--- src/rtl/keypad_pkg.sv ---
// keypad_pkg: shared definitions for the matrix-keypad controller.
//   - scan_state_e: scan FSM states
//   - register offsets within the MMIO block, STATUS/DATA/CTRL bit positions
//   - lowest_zero(): column priority encoder (lowest active-low column wins)
//   - key_code():    (row index, column index) -> 4-bit key code
package keypad_pkg;

  typedef enum logic [1:0] {
    IDLE     = 2'd0,
    DEBOUNCE = 2'd1,
    SCAN     = 2'd2,
    RELEASE  = 2'd3
  } scan_state_e;

  localparam logic [2:0] REG_DATA   = 3'b000;
  localparam logic [2:0] REG_STATUS = 3'b010;
  localparam logic [2:0] REG_CTRL   = 3'b100;

  localparam int DATA_VALID     = 15;
  localparam int STAT_NONEMPTY  = 0;
  localparam int STAT_IRQ_EN    = 1;
  localparam int STAT_OVERFLOW  = 2;
  localparam int STAT_COUNT_LSB = 3;
  localparam int CTRL_IRQ_EN    = 0;
  localparam int CTRL_FLUSH     = 1;

  function automatic logic [1:0] lowest_zero(input logic [3:0] col);
    if (!col[0])      return 2'd0;
    else if (!col[1]) return 2'd1;
    else if (!col[2]) return 2'd2;
    else              return 2'd3;
  endfunction

  // Row 3 is the bottom row: '*' maps to E and '#' maps to F.
  function automatic logic [3:0] key_code(input logic [1:0] r, input logic [1:0] c);
    case ({r, c})
      4'd0:    return 4'h1;
      4'd1:    return 4'h2;
      4'd2:    return 4'h3;
      4'd3:    return 4'hA;
      4'd4:    return 4'h4;
      4'd5:    return 4'h5;
      4'd6:    return 4'h6;
      4'd7:    return 4'hB;
      4'd8:    return 4'h7;
      4'd9:    return 4'h8;
      4'd10:   return 4'h9;
      4'd11:   return 4'hC;
      4'd12:   return 4'hE;
      4'd13:   return 4'h0;
      4'd14:   return 4'hF;
      default: return 4'hD;
    endcase
  endfunction

endpackage

--- src/rtl/keypad_ctrl_if.sv ---
// keypad_ctrl_if: CPU-side MMIO bus of the keypad controller.
//   read_enable/write_enable : one-cycle access strobes
//   address                  : register select within the block
//   write_data               : CPU write data
//   read_data_output         : combinational register read data
//   interrupt                : level interrupt to the CPU
// master = CPU side, slave = peripheral side.
interface keypad_ctrl_if;
  logic        read_enable;
  logic        write_enable;
  logic [2:0]  address;
  logic [15:0] write_data;
  logic [15:0] read_data_output;
  logic        interrupt;

  modport master (
    output read_enable, write_enable, address, write_data,
    input  read_data_output, interrupt
  );

  modport slave (
    input  read_enable, write_enable, address, write_data,
    output read_data_output, interrupt
  );
endinterface

--- src/rtl/key_fifo.sv ---
// key_fifo: small key-code queue (4-bit entries, DEPTH a power of two, 2..16).
//   push/push_data : enqueue; dropped and overflow set when full (unless popping)
//   pop            : dequeue; ignored when empty
//   flush          : empties the queue, overrides push and pop
//   clear_overflow : clears the sticky overflow flag (a new overflow wins)
//   head           : current head entry (valid only when !empty)
//   full/empty/count/overflow : status
// State updates on the falling clock edge like the other MMIO peripherals.
module key_fifo #(
  parameter int DEPTH = 8
) (
  input  logic       clock,
  input  logic       reset,
  input  logic       push,
  input  logic [3:0] push_data,
  input  logic       pop,
  input  logic       flush,
  input  logic       clear_overflow,
  output logic [3:0] head,
  output logic       full,
  output logic       empty,
  output logic [4:0] count,
  output logic       overflow
);

  localparam int AW = (DEPTH > 1) ? $clog2(DEPTH) : 1;
  localparam int CW = AW + 1;

  logic [3:0]    mem [DEPTH];
  logic [AW-1:0] wr_ptr;
  logic [AW-1:0] rd_ptr;
  logic [CW-1:0] count_q;
  logic          do_push;
  logic          do_pop;

  assign empty   = (count_q == '0);
  assign full    = (count_q == CW'(DEPTH));
  assign do_pop  = pop & ~empty & ~flush;
  assign do_push = push & (~full | do_pop) & ~flush;

  // NOTE: sequential state uses non-blocking assignments so every register
  // samples the pre-edge values regardless of statement order.
  always_ff @(negedge clock or negedge reset) begin
    if (!reset) begin
      wr_ptr   <= '0;
      rd_ptr   <= '0;
      count_q  <= '0;
      overflow <= 1'b0;
    end else begin
      if (flush) begin
        wr_ptr  <= '0;
        rd_ptr  <= '0;
        count_q <= '0;
      end else begin
        if (do_push) wr_ptr <= wr_ptr + 1'b1;
        if (do_pop)  rd_ptr <= rd_ptr + 1'b1;
        case ({do_push, do_pop})
          2'b10:   count_q <= count_q + 1'b1;
          2'b01:   count_q <= count_q - 1'b1;
          default: ;
        endcase
      end
      if (push && full && !do_pop && !flush) overflow <= 1'b1;
      else if (clear_overflow)               overflow <= 1'b0;
    end
  end

  // NOTE: the storage array is deliberately not reset; the pointers and count
  // define which entries are meaningful, and an unreset array maps to plain RAM.
  always_ff @(negedge clock) begin
    if (do_push) mem[wr_ptr] <= push_data;
  end

  assign head  = mem[rd_ptr];
  assign count = 5'(count_q);

endmodule

--- src/rtl/keypad_ctrl.sv ---
// keypad_ctrl: buffered 4x4 matrix-keypad controller on the MMIO bus.
//   clock  : system clock, all state changes on the falling edge
//   reset  : asynchronous, active-low
//   column : keypad columns (active-low, pulled up)
//   row    : keypad row drive (active-low)
//   bus    : keypad_ctrl_if.slave (read/write strobes, address, data, interrupt)
// Registers: DATA (pop-on-read), STATUS (read clears overflow), CTRL (irq_en, flush).
// Optional macro KEYPAD_AUTOREPEAT_EN: re-pushes a held key every REPEAT_CYCLES.
module keypad_ctrl
  import keypad_pkg::*;
#(
  parameter logic [15:0] DEBOUNCE_CYCLES = 16'hFFFF,
  parameter int          FIFO_DEPTH      = 8,
  parameter logic [19:0] REPEAT_CYCLES   = 20'hFFFFF
) (
  input  logic         clock,
  input  logic         reset,
  input  logic [3:0]   column,
  output logic [3:0]   row,
  keypad_ctrl_if.slave bus
);

  localparam logic [15:0] DEB_LAST = DEBOUNCE_CYCLES - 16'd1;

  scan_state_e state;
  logic [15:0] deb_cnt;
  logic [1:0]  scan_row;
  logic        scan_phase;   // 0: row settling, 1: column sampled
  logic        irq_en;
  logic        irq_q;

  logic        col_low;
  logic        scan_push;
  logic [3:0]  scan_code;
  logic        rpt_push;
  logic        push;
  logic [3:0]  push_data;

  logic        pop;
  logic        flush;
  logic        clear_ov;
  logic        ctrl_wr;
  logic        irq_en_next;
  logic        draining;

  logic [3:0]  head;
  logic        full;
  logic        empty;
  logic [4:0]  count;
  logic        overflow;

  assign col_low   = (column != 4'hF);
  assign scan_push = (state == SCAN) && scan_phase && col_low;
  assign scan_code = key_code(scan_row, lowest_zero(column));
  assign push      = scan_push | rpt_push;
  assign row       = (state == SCAN) ? ~(4'b0001 << scan_row) : 4'b0000;

  always_ff @(negedge clock or negedge reset) begin
    if (!reset) begin
      state      <= IDLE;
      deb_cnt    <= '0;
      scan_row   <= '0;
      scan_phase <= 1'b0;
    end else begin
      case (state)
        IDLE: begin
          deb_cnt <= '0;
          if (col_low) state <= DEBOUNCE;
        end
        DEBOUNCE: begin
          if (!col_low) begin
            state   <= IDLE;
            deb_cnt <= '0;
          end else if (deb_cnt == DEB_LAST) begin
            state      <= SCAN;
            deb_cnt    <= '0;
            scan_row   <= 2'd0;
            scan_phase <= 1'b0;
          end else begin
            deb_cnt <= deb_cnt + 16'd1;
          end
        end
        SCAN: begin
          scan_phase <= ~scan_phase;
          if (scan_phase) begin
            if (col_low) begin
              state   <= RELEASE;
              deb_cnt <= '0;
            end else if (scan_row == 2'd3) begin
              state <= IDLE;  // glitch: key gone before any row matched
            end else begin
              scan_row <= scan_row + 2'd1;
            end
          end
        end
        RELEASE: begin
          if (col_low) begin
            deb_cnt <= '0;
          end else if (deb_cnt == DEB_LAST) begin
            state   <= IDLE;
            deb_cnt <= '0;
          end else begin
            deb_cnt <= deb_cnt + 16'd1;
          end
        end
      endcase
    end
  end

`ifdef KEYPAD_AUTOREPEAT_EN
  localparam logic [19:0] RPT_LAST = REPEAT_CYCLES - 20'd1;

  logic [19:0] rpt_cnt;
  logic [3:0]  held_code;

  assign rpt_push  = (state == RELEASE) && col_low && (rpt_cnt == RPT_LAST);
  assign push_data = scan_push ? scan_code : held_code;

  always_ff @(negedge clock or negedge reset) begin
    if (!reset) begin
      rpt_cnt   <= '0;
      held_code <= '0;
    end else begin
      if (scan_push) held_code <= scan_code;
      if (state == RELEASE && col_low) rpt_cnt <= rpt_push ? 20'd0 : rpt_cnt + 20'd1;
      else                             rpt_cnt <= '0;
    end
  end
`else
  logic unused_repeat;
  assign unused_repeat = ^REPEAT_CYCLES;
  assign rpt_push      = 1'b0;
  assign push_data     = scan_code;
`endif

  // Bus decode
  assign ctrl_wr     = bus.write_enable && (bus.address == REG_CTRL);
  assign flush       = ctrl_wr && bus.write_data[CTRL_FLUSH];
  assign irq_en_next = ctrl_wr ? bus.write_data[CTRL_IRQ_EN] : irq_en;
  assign pop         = bus.read_enable && (bus.address == REG_DATA);
  assign clear_ov    = bus.read_enable && (bus.address == REG_STATUS);

  // The queue becomes empty at this edge: drop the interrupt on the same edge.
  assign draining = flush | (pop & (count == 5'd1) & ~push);

  logic unused_wdata;
  assign unused_wdata = ^bus.write_data[15:2];

  always_ff @(negedge clock or negedge reset) begin
    if (!reset) begin
      irq_en <= 1'b0;
      irq_q  <= 1'b0;
    end else begin
      irq_en <= irq_en_next;
      irq_q  <= irq_en_next & ~empty & ~draining;
    end
  end

  assign bus.interrupt = irq_q;

  // NOTE: every output of a combinational block gets a default first, so no
  // path through the case can leave it unassigned and infer a latch.
  always_comb begin
    bus.read_data_output = '0;
    case (bus.address)
      REG_DATA: begin
        bus.read_data_output[DATA_VALID] = ~empty;
        bus.read_data_output[3:0]        = empty ? 4'd0 : head;
      end
      REG_STATUS: begin
        bus.read_data_output[STAT_COUNT_LSB +: 5] = count;
        bus.read_data_output[STAT_OVERFLOW]       = overflow;
        bus.read_data_output[STAT_IRQ_EN]         = irq_en;
        bus.read_data_output[STAT_NONEMPTY]       = ~empty;
      end
      default: ;
    endcase
  end

  key_fifo #(.DEPTH(FIFO_DEPTH)) u_fifo (
    .clock          (clock),
    .reset          (reset),
    .push           (push),
    .push_data      (push_data),
    .pop            (pop),
    .flush          (flush),
    .clear_overflow (clear_ov),
    .head           (head),
    .full           (full),
    .empty          (empty),
    .count          (count),
    .overflow       (overflow)
  );

  logic unused_full;
  assign unused_full = full;

endmodule

--- src/flat_wrapper.sv ---
// flat-port wrapper written by rule: the top's interface ports become plain ports
module keypad_ctrl_flat import keypad_pkg::*;
#(
  parameter logic [15:0] DEBOUNCE_CYCLES = 16'hFFFF,
  parameter int          FIFO_DEPTH      = 8,
  parameter logic [19:0] REPEAT_CYCLES   = 20'hFFFFF
)
  (clock, reset, column, row, bus_read_enable, bus_write_enable, bus_address, bus_write_data, bus_read_data_output, bus_interrupt);
  keypad_ctrl_if bus_i ();
  input  logic clock;
  input  logic reset;
  input  logic [3:0] column;
  output logic [3:0] row;
  input wire logic [$bits(bus_i.read_enable)-1:0] bus_read_enable;
  input wire logic [$bits(bus_i.write_enable)-1:0] bus_write_enable;
  input wire logic [$bits(bus_i.address)-1:0] bus_address;
  input wire logic [$bits(bus_i.write_data)-1:0] bus_write_data;
  output wire logic [$bits(bus_i.read_data_output)-1:0] bus_read_data_output;
  output wire logic [$bits(bus_i.interrupt)-1:0] bus_interrupt;
  assign bus_i.read_enable = bus_read_enable;
  assign bus_i.write_enable = bus_write_enable;
  assign bus_i.address = bus_address;
  assign bus_i.write_data = bus_write_data;
  assign bus_read_data_output = bus_i.read_data_output;
  assign bus_interrupt = bus_i.interrupt;
  keypad_ctrl #(.DEBOUNCE_CYCLES(DEBOUNCE_CYCLES), .FIFO_DEPTH(FIFO_DEPTH), .REPEAT_CYCLES(REPEAT_CYCLES)) u_core (.clock(clock), .reset(reset), .column(column), .row(row), .bus(bus_i));
endmodule
--- config.mk ---
export PLATFORM = sky130hd
export DESIGN_NAME = keypad_ctrl_flat
export DESIGN_NICKNAME = d
export VERILOG_FILES = /design/src/rtl/keypad_pkg.sv /design/src/rtl/keypad_ctrl_if.sv /design/src/rtl/key_fifo.sv /design/src/rtl/keypad_ctrl.sv /design/src/flat_wrapper.sv
export SDC_FILE = /design/constraint.sdc
export NUM_CORES = 1
export LEC_CHECK = 0
export BUFFER_PORTS_ARGS = -buffer_cell sky130_fd_sc_hd__buf_2
export CORE_MARGIN = 3
export CORE_UTILIZATION = 40
export DETAILED_ROUTE_END_ITERATION = 6
export GPL_TIMING_DRIVEN = 0
export SETUP_SLACK_MARGIN = 0.05
export SYNTH_ARGS = -nofsm -noshare
export SYNTH_HDL_FRONTEND = slang
export SYNTH_SLANG_ARGS = --single-unit
--- constraint.sdc ---
create_clock -name clock -period 3.1 [get_ports clock]
set_input_delay 0.62 -clock clock [delete_from_list [all_inputs] [get_ports clock]]
set_output_delay 0.62 -clock clock [all_outputs]
set_load 0.1 [all_outputs]
==> qor.yml <==
routing:
  drc: 0
  drt-initial-drc-count: 100
  totalWireLength_mm: 9.26
  vias: 3016
  wl_per_cell_um: 15.9
  firstDrtPassIters: 4
  postRouteAntennaNets: 0
  via_per_inst: 5.17
sta:
  rsz0062_at_grt: "true"
  finalSetupViolCount: 92
  slew_headroom_pct: 39.2
  whs_ns: 0.466
  worst_slew_pin_slew_ns: 0.905
  hold_viol: 0
  skew_ns: 0.0579
  final-max-slew-violation-count: 0
  finalWorstSetupSlack_ns: -1.03
final_layout:
  drive_above_1_share_pct: 47.4
  post-route-util_pct: 67.1
  area_growth_pct: 61.6
  stdcell_count: 583
  final_area_um2: 5880
  diodes: 0
  nNetsFinal: 519
yosys:
  synth-edff-count: 32
  avgSynthCellArea_um2: 11.1
  yosysWarnings: 0
  synth.distinct_cells: 46
  ys_seq_elements: 66
  syn_inst: 328
  ys.flop_type: "dfrtn_1"
  yosysSeqAreaShare_pct: 49.8
  async_flop_share_pct: 51.5
  netlist_area_um2: 3640
floorplan:
  fp.dieW_um: 101
  num_rows: 34
  die-area_um2: 10300
  num_io_pins: 48
  initial_utilization_pct: 41.5
  coreArea_um2: 8760
  die_height_um: 101
placement:
  dp_cells: 468
  place_congestion: 0.785
  place_hpwl_mm: 5.40
  post_dp_cell_area_um2: 4340
  portBuffers: 25
min_path:
  worstHoldPathType: "reg -> reg"
grt:
  grt_max_degree: 35
  gr-total-overflow: 0
  grtUsageTotal_pct: 18.2
  grt_pass1_wl_mm: 14.7
  antenna_found_initial: 0
  grt_pass1_vias: 3039
status:
  status: "finished, violations left"
  failed_checks: "setup timing"
worst_setup_path:
  cp_cell_sequence: "buf_8 -> mux4_2 -> mux2i_4 -> o21ai_4 -> buf_12"
  cp_max_fo: 5
  cp.required_ns: 2.48
  slowest_stage: "mux4_2"
  worstSetupPathType: "reg -> out"
  end_kind: "primary output"
  cp.arrival_ns: 3.51
  cpPeakStageDelay_ns: 0.55
  start_kind: "flip-flop"
clock_tree:
  clkTransAtPathRegs_ns: 0.06
  worst_skew_pair.late_latency_ns: 0.39
  h-tree-depth: 3
  cts.path.max_buffers: 2
  clockRootBuffer: "clkbuf_8"
  numCtsBuffers: 9
  cts.sinks: 66
  cts_tree: "built"
run:
  cap_viol_max_count: 0
power:
  peakVddDrop_mv: 0.468
  leakage_nw: 2.46
  p_total_mw: 4.19
  power.density_nw_per_um2: 713
[cells in the mapped netlist (4+ instances only)]
cell type | number | area [µm²]
buf_4 | 8 | 60.1
and2_1 | 5 | 31.3
edfxtp_1 | 32 | 961
a21oi_1 | 8 | 40.0
mux2i_1 | 11 | 110
nand2_1 | 26 | 97.6
nor2b_1 | 6 | 37.5
nor3_1 | 8 | 40.0
dfrtn_1 | 34 | 851
ha_1 | 22 | 275
nor2_1 | 33 | 124
xor2_1 | 7 | 61.3
clkbuf_1 | 8 | 30.0
nand2b_1 | 4 | 25.0
mux4_2 | 9 | 203
nand3_1 | 19 | 95.1
inv_1 | 17 | 63.8
o21ai_0 | 18 | 90.1
xnor2_1 | 6 | 52.6
nand4_1 | 8 | 50.1
[sequential cells by signal, indices dropped and copies added, names as in the netlist]
signal / count
u_core.u_fifo.mem: 32
u_core.deb_cnt: 16
u_core.u_fifo.count_q: 4
u_core.u_fifo.rd_ptr: 3
u_core.u_fifo.wr_ptr: 3
u_core.scan_row: 2
u_core.state: 2
u_core.bus.interrupt: 1
u_core.irq_en: 1
u_core.scan_phase: 1
u_core.u_fifo.overflow: 1
[layer usage]
layer  GRT usage [%]  up-vias  wire, µm
met3            3.93       11       325
met1            22.0     1477      3860
met2            32.5       63      4980
li1                -     1465         -
met5               0        -         0
met4            5.52        0        95
[through the flow]
| step | worst slack (ns) | TNS (ns) |
|---|---|---|
| after floorplan | -0.768 | -30.75 |
| after global placement | -1.08 | -63.44 |
| after detailed placement | -1.10 | -65.36 |
| after CTS | -1.06 | -18.55 |
| after global routing | -1.09 | -26.56 |
| final | -1.03 | -21.46 |
[kinds of logic after synthesis]
| logic type | after synthesis | synth area share, % |
|---|---|---|
| other | 1 | 0.103 |
| XOR/XNOR | 13 | 3.13 |
| flip-flops | 66 | 49.8 |
| AO/OA/AOI/OAI | 40 | 6.88 |
| adder cells (fa/ha/maj) | 22 | 7.57 |
| AND/OR/NAND/NOR | 128 | 18.3 |
| buffers and inverters | 34 | 4.37 |
| multiplexers | 24 | 9.83 |
[what timing repair did]
| action | 4_1_cts | 5_1_grt |
|---|---|---|
| gates cloned | 1 | 0 |
| setup endpoints to repair | 92 | 108 |
| buffers inserted | 52 | 21 |
| pin swaps | 36 | 18 |
| hold buffers | 0 | 0 |
| resized for setup | 141 | 33 |
[area by class of cell]
type	instances	area [µm²]
Timing Repair Buffer	93	1020
Clock inverter	39	191
Sequential cell	66	1810
Inverter	16	88.8
Buffer	17	156
Multi-Input combinational cell	235	2350
Clock buffer	9	124
Fill cell	616	2890
Tap cell	108	135
[cell usage in the layout, fill, tap and decap left out, types with 4 or more instances in the layout]
| cell | Yosys | routed |
|---|---|---|
| a21oi_2 | 0 | 5 |
| buf_12 | 0 | 14 |
| buf_2 | 1 | 5 |
| buf_4 | 8 | 45 |
| buf_6 | 0 | 31 |
| buf_8 | 0 | 7 |
| clkbuf_8 | 0 | 14 |
| conb_1 | 1 | 8 |
| dfrtn_1 | 34 | 34 |
| edfxtp_1 | 32 | 32 |
| ha_1 | 22 | 12 |
| ha_4 | 0 | 10 |
| inv_1 | 17 | 38 |
| inv_2 | 0 | 4 |
| inv_6 | 0 | 5 |
| mux2i_1 | 11 | 6 |
| mux2i_4 | 0 | 5 |
| mux4_2 | 9 | 9 |
| nand2_1 | 26 | 20 |
| nand2_4 | 0 | 4 |
| nand2b_1 | 4 | 4 |
| nand3_1 | 19 | 14 |
| nand3_2 | 0 | 4 |
| nand4_1 | 8 | 8 |
| nor2_1 | 33 | 23 |
| nor2_4 | 0 | 9 |
| nor2b_4 | 0 | 4 |
| nor3_4 | 0 | 6 |
| o21ai_1 | 0 | 7 |
| o21ai_4 | 0 | 6 |
| xnor2_1 | 6 | 6 |
| xor2_1 | 7 | 7 |
[report_power, final]
group	switching (mW)	internal, mW	leakage (nW)
Sequential	0.118	1.05	0.747
Combinational	1.14	1.03	1.44
Clock	0.488	0.369	0.272
Total	1.74	2.45	2.46
[worst max-delay path: cells and delay by family (launching register included)]
kind	cells	cell delay [ns]
flops	1	0.46
buf+inv	2	0.31
compound gates	1	0.09
mux	2	0.76
[path summary, 6_finish.rpt]
path / endpoint / startpoint / slack, ns / cells past startpoint
min in group asynchronous: u_core.u_fifo.count_q[3]$_DFFE_NN0P_ / reset / 1.81 / 1
max in group asynchronous: u_core.scan_row[1]$_DFFE_NN0P_ / reset / 0.75 / 1
worst max register to register: u_core.u_fifo.count_q[3]$_DFFE_NN0P_ / u_core.u_fifo.count_q[1]$_DFFE_NN0P_ / 0.42 / 16
worst min-delay path: u_core.u_fifo.overflow$_DFFE_NN0P_ / u_core.u_fifo.overflow$_DFFE_NN0P_ / 0.47 / 1
worst min register to register: u_core.u_fifo.overflow$_DFFE_NN0P_ / u_core.u_fifo.overflow$_DFFE_NN0P_ / 0.47 / 1
worst max-delay path: bus_read_data_output[3] / u_core.u_fifo.rd_ptr[0]$_DFFE_NN0P_ / -1.03 / 5
(Power assumes the default switching activity.)
